File: src/rtl/ym_zbank_pkg.sv
// Shared types and constants for the Z80 bank window block.
package ym_zbank_pkg;

    // Window access sequencer states.
    typedef enum logic [1:0] {
        IDLE = 2'd0,
        REQ  = 2'd1,
        HOLD = 2'd2
    } state_t;

    // Bank register width: 68k address bits A23..A15.
    localparam int BANK_W = 9;

    // ZA[15:8] page that addresses the bank register.
    localparam logic [7:0] BANK_PAGE_DEF = 8'h60;

endpackage

File: src/rtl/ym_zbank_shreg.sv
// 9-bit serial bank register. Each Z80 write to the bank page shifts ZD0
// in at the top; a one-shot flag limits this to one shift per write cycle.
module ym_zbank_shreg
    import ym_zbank_pkg::*;
(
    input  logic              MCLK,
    input  logic              SRES,
    input  logic              zedge,
    input  logic              mreq,
    input  logic              zwr,
    input  logic              page_hit,
    input  logic              zd0,
    output logic [BANK_W-1:0] bank
);

    // Set once a shift has happened in the current write cycle; cleared when
    // the cycle ends (MREQ or ZWR seen high on a Z80 clock edge).
    logic shift_done;

    // Shift register and its one-shot qualifier, updated only on Z80 clock edges.
    always_ff @(posedge MCLK or negedge SRES) begin
        if (!SRES) begin
            bank       <= '0;
            shift_done <= 1'b0;
        end else if (zedge) begin
            if (mreq || zwr) begin
                shift_done <= 1'b0;
            end else if (page_hit && !shift_done) begin
                bank       <= {zd0, bank[BANK_W-1:1]};
                shift_done <= 1'b1;
            end
        end
    end

endmodule

File: src/rtl/ym_zbank.sv
// Z80 bank window: a serial bank register supplies 68k A23..A15 and a small
// sequencer raises one arbiter request per Z80 access to the upper 32 KB.
//
// Handshake: WREQ is held high from the first Z80 clock edge that qualifies
// an access until the arbiter returns a one-cycle WDONE pulse; WRNW is valid
// and stable for the whole time WREQ is high. A new request can only start
// after MREQ has been seen high, so each Z80 cycle yields one request.
module ym_zbank
    import ym_zbank_pkg::*;
#(
    parameter logic [7:0] BANK_PAGE = BANK_PAGE_DEF
) (
    input  logic              MCLK,
    input  logic              SRES,
    input  logic              ZCLK,
    input  logic [15:0]       ZA_i,
    input  logic              ZD0_i,
    input  logic              MREQ,
    input  logic              ZRD,
    input  logic              ZWR,
    input  logic              WDONE,
    output logic [15:0]       VA_o,
    output logic              VA23_o,
    output logic              WREQ,
    output logic              WRNW,
    output logic [BANK_W-1:0] BANK
);

    logic   zclk_q;
    logic   zedge;
    state_t state;
    state_t state_nxt;
    logic   wrnw_nxt;
    logic   win_hit;
    logic   unused_za;

    // Low address bits never reach the 68k side of the window.
    assign unused_za = ^ZA_i[6:0];

    // ZCLK history resets high so a ZCLK already high at release is not an edge.
    always_ff @(posedge MCLK or negedge SRES) begin
        if (!SRES) zclk_q <= 1'b1;
        else       zclk_q <= ZCLK;
    end

    assign zedge   = ZCLK && !zclk_q;
    assign win_hit = !MREQ && ZA_i[15] && (!ZRD || !ZWR);

    ym_zbank_shreg u_shreg (
        .MCLK     (MCLK),
        .SRES     (SRES),
        .zedge    (zedge),
        .mreq     (MREQ),
        .zwr      (ZWR),
        .page_hit (ZA_i[15:8] == BANK_PAGE),
        .zd0      (ZD0_i),
        .bank     (BANK)
    );

    assign VA_o   = {BANK[7:0], ZA_i[14:7]};
    assign VA23_o = BANK[8];

    // Sequencer next state; direction is captured only when a request starts,
    // with a simultaneous read and write strobe counted as a read.
    always_comb begin
        state_nxt = state;
        wrnw_nxt  = WRNW;
        case (state)
            IDLE: begin
                if (zedge && win_hit) begin
                    state_nxt = REQ;
                    wrnw_nxt  = ~ZRD;
                end
            end
            REQ: begin
                if (WDONE) state_nxt = HOLD;
            end
            HOLD: begin
                if (zedge && MREQ) state_nxt = IDLE;
            end
            default: state_nxt = IDLE;
        endcase
    end

    // Sequencer state plus registered request and direction outputs.
    always_ff @(posedge MCLK or negedge SRES) begin
        if (!SRES) begin
            state <= IDLE;
            WREQ  <= 1'b0;
            WRNW  <= 1'b1;
        end else begin
            state <= state_nxt;
            WREQ  <= (state_nxt == REQ);
            WRNW  <= wrnw_nxt;
        end
    end

endmodule

File: config.mk
export PLATFORM = sky130hd
export DESIGN_NAME = ym_zbank
export DESIGN_NICKNAME = d
export VERILOG_FILES = /design/src/rtl/ym_zbank_pkg.sv /design/src/rtl/ym_zbank_shreg.sv /design/src/rtl/ym_zbank.sv
export SDC_FILE = /design/constraint.sdc
export NUM_CORES = 1
export LEC_CHECK = 0
export ABC_CLOCK_PERIOD_IN_PS = 4800
export CORE_MARGIN = 2
export CORE_UTILIZATION = 39
export CTS_BUF_LIST = sky130_fd_sc_hd__clkbuf_8
export DETAILED_ROUTE_END_ITERATION = 10
export MAX_ROUTING_LAYER = met4
export PLACE_DENSITY = 0.84
export SKIP_LAST_GASP = 1
export SLEW_MARGIN = 25
export SYNTH_ARGS = -nofsm -noshare
export SYNTH_HDL_FRONTEND = slang
export SYNTH_HIERARCHICAL = 1
export SYNTH_SLANG_ARGS = --single-unit
File: constraint.sdc
create_clock -name MCLK -period 4.8 [get_ports MCLK]
set_input_delay 0.48 -clock MCLK [delete_from_list [all_inputs] [get_ports MCLK]]
set_output_delay 0.48 -clock MCLK [all_outputs]
set_load 0.05 [all_outputs]
==> flow_summary.yaml, run 1 <==
run_status:
  status: "completed"
yosys:
  synth.cell_area_um2: 773.2
  synth_cells: 62
  synthesis.nets: 86
  synth_cell_types: 19
  yosysSeqAreaShare_pct: 48.87
  postSynthAreaPerCell_um2: 12.47
  ys_warn_count: 6
  synth-seq-cells: 15
floorplanning:
  die_y_um: 48.53
  pin_count: 52
  num_rows: 16
  die_w_um: 48.53
  coreArea_um2: 1922
  dieArea_um2: 2355
  initial_core_util_pct: 40.23
final_layout:
  design_area_um2: 1141
  post-route-util_pct: 59.38
  multi_input_area_um2: 260.3
  syn_to_final_growth_pct: 47.57
  fillers: 173
  fin_nets: 115
  regArea_um2: 377.9
  antenna_cells: 0
  drive_above_1_share_pct: 18.89
sta:
  fmax_mhz: 398.6
  setup_tns_ps: 0
  slew_viol_final: 0
  rsz0062_at_grt: "false"
  max_slew_margin_pct: 56.28
  clock_skew_ps: 1.437
  tightest_slew_ps: 653.7
  layout_min_cycle_time_ps: 2509
  setup_violations: 0
  holdWs_ps: 490.3
  hold_viol: 0
  timing.final.crit_share_pct: 52.26
power_and_ir_drop:
  report.power.total_mw: 0.3024
  powerDensity_nw_per_um2: 265.0
  ir_drop_v: 0.0002129
  p_leak_nw: 0.4733
global_routing:
  overflow: 0
  grt_usage_pct: 14.40
  grt_pass1_vias: 548
  antenna_found_initial: 0
  grt_pass1_wl_um: 2573
  grt_max_degree: 16
placement:
  gp_congestion: 0.7004
  placed_area_um2: 1096
  port_buffers: 42
  hpwl_um: 1209
detailed_routing:
  vias: 543
  drt-wirelength-per-cell_um: 12.77
  final_antenna_net_count: 0
  drt_wl_total_um: 1494
  post_drt_via_cell_ratio: 4.641
  drc_errors: 0
  dr.pass1.iters: 4
  drt_iter0_drc: 5
clock_tree:
  ctsHtreeMaxLevel: 1
  cts_sinks: 15
  clock_tree.root_cell: "clkbuf_8"
  cts_tree: "built"
  numCtsBuffers: 3
  ctsLongestPathBuffers: 2
  clkTransAtPathRegs_ps: 60
  post-cts-setup-buffers: 0
  hold_buffers: 0
  cts_resized: 0
  clkLatencyLatePin_ps: 240
worst_setup_path:
  required_ps: 4920
  slowest_delay_ps: 550
  crit_path_max_fanout: 9
  cp.arrival_ps: 2630
  path_class: "primary input to flip-flop"
  start_kind: "primary input"
  cp_slowest_cell: "or4_1"
  path_cells: "clkdlybuf4s50_1 -> or4_1 -> nor4_2 -> nand2_1 -> nor4_4 -> mux2_2"
  endpoint_kind: "flip-flop"
flow_run:
  max-cap-violations: 0
hold_path:
  hold_class: "flip-flop to flip-flop"
[stage by stage]
step	worst slack [ps]	instances
detailed placement	2003	113
finish	2291	117
global placement	2043	113
CTS	2256	117
global route	2093	117
floorplan	2626	62
[worst paths after layout]
kind                                  start  cells past startpoint  slack (ps)                     endpoint
setup / recovery                   ZA_i[15]                      6        2290  u_shreg/bank[3]$_DFFE_PN0P_
hold / removal             WRNW$_DFFE_PN1P_                      1         490             WRNW$_DFFE_PN1P_
setup reg to reg           zclk_q$_DFF_PN1_                      4        2900  u_shreg/bank[3]$_DFFE_PN0P_
hold reg to reg            WRNW$_DFFE_PN1P_                      1         490             WRNW$_DFFE_PN1P_
max in group asynchronous              SRES                      1        3740  u_shreg/bank[3]$_DFFE_PN0P_
min in group asynchronous              SRES                      1         640  u_shreg/bank[0]$_DFFE_PN0P_
[state kept, by name, summed over array words and instances (netlist names)]
| register | flops |
|---|---|
| u_shreg/shift_done | 1 |
| zclk_q | 1 |
| WREQ | 1 |
| u_shreg/bank | 9 |
| state | 2 |
| WRNW | 1 |
[cells by family after synthesis]
group,Yosys count,share of synthesized area [%]
buffers and inverters,19,17.47
DFF,15,48.87
and+or+nand+nor,12,13.43
muxes,9,13.11
AOI/OAI and AO/OA,7,7.121
[worst max-delay path, delay by kind of cell]
family        cells  cell delay (ps)
buf+inv           1              420
simple gates      4             1330
mux               1              410
[layout by cell type, fill, tap and decap left out]
master            n
a21oi_1           2
a22o_1            1
a32o_1            2
clkbuf_8          3
clkdlybuf4s50_1  42
dfrtp_1          13
dfstp_2           2
inv_1             2
mux2_2            9
nand2_1           4
nand3b_1          1
nor2_1            1
nor2b_1           2
nor4_2            1
nor4_4            1
nor4b_4           1
o21a_1            1
o2bb2ai_1         1
or4_1             1
[Yosys cell counts, drive strengths merged]
library cell,n,share of area (%)
nand2,4,1.9
nor4b,1,3.1
a22o,1,1.1
a21oi,2,1.3
o2bb2ai,1,1.1
clkbuf,1,0.48
or4,1,0.97
buf,17,17
dfrtp,13,42
nor2,1,0.48
nor4,2,4.4
nand3b,1,0.97
dfstp,2,6.8
mux2,9,13
nor2b,2,1.6
a32o,2,2.6
inv,1,0.48
o21a,1,0.97
[area by class of cell]
class / instances / share of cell area (%)
clock inverter: 1 / 0.3289
clock buffer: 3 / 3.618
sequential: 15 / 33.11
timing repair buffer: 42 / 36.84
tap: 27 / 2.961
inverter: 1 / 0.3289
multi-input combinational: 28 / 22.81
[metal layers]
metal	vias up	global-route usage (%)	wire (µm)
met2	28	24.31	776
met4	0	8.571	20
met1	259	15.22	582
met5	-	-	0
met3	2	3.704	115
li1	254	-	-
[report_power, final]
group,switching (mW),total (mW),internal [mW]
registers,0.00464,0.140,0.135
clock network,0.0398,0.0963,0.0565
logic,0.0376,0.0665,0.0288
(Power assumes the default switching activity.)
==> run 2, diff against run 1 <==
--- a/config.mk
+++ b/config.mk
@@ -5,13 +5,13 @@
 export SDC_FILE = /design/constraint.sdc
 export NUM_CORES = 1
 export LEC_CHECK = 0
-export ABC_CLOCK_PERIOD_IN_PS = 4800
+export ABC_CLOCK_PERIOD_IN_PS = 2200
 export CORE_MARGIN = 2
-export CORE_UTILIZATION = 39
+export CORE_UTILIZATION = 33
 export CTS_BUF_LIST = sky130_fd_sc_hd__clkbuf_8
 export DETAILED_ROUTE_END_ITERATION = 10
 export MAX_ROUTING_LAYER = met4
-export PLACE_DENSITY = 0.84
+export PLACE_DENSITY = 0.75
 export SKIP_LAST_GASP = 1
 export SLEW_MARGIN = 25
 export SYNTH_ARGS = -nofsm -noshare
==> constraint.sdc (replaced) <==
create_clock -name MCLK -period 2.2 [get_ports MCLK]
set_input_delay 0.22 -clock MCLK [delete_from_list [all_inputs] [get_ports MCLK]]
set_output_delay 0.22 -clock MCLK [all_outputs]
set_load 0.05 [all_outputs]
==> run 2 against run 1 <==
Net effect: die area is 17% higher; clock power is 110% higher; routed wire length rose by 3.5%; via count up 6.3%.
==> flow_summary.yaml, run 2 (synthesis results as in run 1) <==
run_status:
  status: "completed"
detailed_routing:
  post_drt_via_cell_ratio: 4.691
  vias: 577
  drc_errors: 0
  final_antenna_net_count: 0
  drt-wirelength-per-cell_um: 12.58
  drt_wl_total_um: 1547
  dr.pass1.iters: 4
  drt_iter0_drc: 2
global_routing:
  grt_usage_pct: 12.29
  grt_pass1_vias: 585
  grt_pass1_wl_um: 2415
  grt_max_degree: 16
  antenna_found_initial: 0
  overflow: 0
hold_path:
  hold_class: "primary input to asynchronous set/reset pin"
clock_tree:
  ctsHtreeMaxLevel: 1
  clkLatencyLatePin_ps: 240
  ctsLongestPathBuffers: 2
  cts_tree: "built"
  cts_sinks: 15
  clkTransAtPathRegs_ps: 50
  clock_tree.root_cell: "clkbuf_8"
  numCtsBuffers: 3
floorplanning:
  coreArea_um2: 2212
  die_w_um: 52.41
  pin_count: 52
  die_y_um: 52.41
  num_rows: 17
  initial_core_util_pct: 34.95
  dieArea_um2: 2746
flow_run:
  max-cap-violations: 0
sta:
  holdWs_ps: 378.8
  layout_min_cycle_time_ps: 2123
  max_slew_margin_pct: 57.01
  timing.final.crit_share_pct: 96.50
  hold_viol: 0
  setup_violations: 0
  slew_viol_final: 0
  fmax_mhz: 471.0
  setup_ws_ps: 77.04
  tightest_slew_ps: 642.9
  clock_skew_ps: 0.6526
power_and_ir_drop:
  ir_drop_v: 0.0003995
  powerDensity_nw_per_um2: 546.9
  p_leak_nw: 0.5328
final_layout:
  layout_commonest_cell: "clkdlybuf4s50_1"
  final_cell_mix: "clkdlybuf4s50_1 (39), dfrtp_1 (13), mux2_2 (9)"
  top_regs: "u_shreg/bank: 9 flops, state: 2 flops"
  antenna_cells: 0
  drive_above_1_share_pct: 25.26
  post-route-util_pct: 54.52
  fin_nets: 120
  largest_reg_flops: 9
  syn_to_final_growth_pct: 55.99
  largest_register: "u_shreg/bank"
  multi_input_area_um2: 275.3
  regArea_um2: 377.9
  fillers: 210
placement:
  hpwl_um: 1212
  dp_slack_ps: -182.8
  gp_congestion: 0.7633
  port_buffers: 42
worst_setup_path:
  required_ps: 2320
  path_class: "primary input to flip-flop"
  cp.arrival_ps: 2250
  start_kind: "primary input"
  cp_slowest_cell: "or4_4"
  rrSetupSlack_ps: 650
  reg2reg_from: "zclk_q$_DFF_PN1_"
  crit_top_cell: "nor4_4"
  slowest_delay_ps: 440
  ff2ff_path_depth: 5
  reg2reg_to: "u_shreg/bank[4]$_DFFE_PN0P_"
  crit_path_max_fanout: 4
  endpoint_kind: "flip-flop"
  path_cells: "clkdlybuf4s50_1 -> or4_4 -> nor4_4 -> nand2_2 -> nor4_4 -> buf_4 -> mux2_2"
[run 2: how the worst max path moves through the flow]
stage	cells past startpoint	slack, ps	to	from
floorplan	5	290	u_shreg/bank[8]$_DFFE_PN0P_	ZA_i[15]
global placement	7	-150	u_shreg/bank[4]$_DFFE_PN0P_	ZA_i[15]
detailed placement	7	-180	u_shreg/bank[7]$_DFFE_PN0P_	ZA_i[15]
CTS	7	60	u_shreg/bank[5]$_DFFE_PN0P_	ZA_i[15]
global route	7	-8	u_shreg/bank[1]$_DFFE_PN0P_	ZA_i[11]
finish	7	80	u_shreg/bank[4]$_DFFE_PN0P_	ZA_i[11]
[run 2: layout make-up]
cell class	instances	share of cell area [%]
inverters	1	0.3112
well taps	28	2.905
multi-input cells	28	22.82
repair buffers	47	38.90
clock inverters	1	0.3112
clock buffers	3	3.423
flip-flops and latches	15	31.33
[run 2: timing repair]
item,4_1_cts,5_1_grt
gates resized for setup,0,8
hold buffers,0,0
setup endpoints to repair,0,9
setup buffers,0,1
[run 2: power by group]
group          leakage [nW]  internal (mW)  total (mW)  switching, mW
Combinational         0.304         0.0650       0.149         0.0840
Clock                0.0269          0.123       0.207         0.0835
Sequential            0.202          0.295       0.304        0.00962
Total                 0.533          0.483       0.660          0.177
[run 2: layer usage]
| layer | up-vias | wire length (µm) | GRT usage, % | part of all wire (%) |
|---|---|---|---|---|
| li1 | 269 | - | - | - |
| met1 | 276 | 603 | 12.79 | 39 |
| met2 | 32 | 780 | 21.46 | 50 |
| met3 | 0 | 163 | 3.714 | 11 |
| met4 | 0 | 0 | 5.128 | 0 |
| met5 | - | 0 | - | 0 |
[run 2: critical path: cells and delay by family]
family | cells | cell delay [ps]
and+or+nand+nor | 4 | 1070
muxes | 1 | 320
buffers and inverters | 2 | 630
[run 2: through the flow]
step / total power, mW / std cells / setup TNS (ps) / instance area (µm²)
after global placement: 0.4559 / 117 / -1382 / 1120
after floorplan: 0.4011 / 62 / 0 / 773.2
after CTS: 0.6714 / 121 / 0 / 1165
after global routing: 0.6961 / 123 / -14.83 / 1206
after detailed placement: 0.4584 / 117 / -1565 / 1120
final: 0.6597 / 123 / 0 / 1206
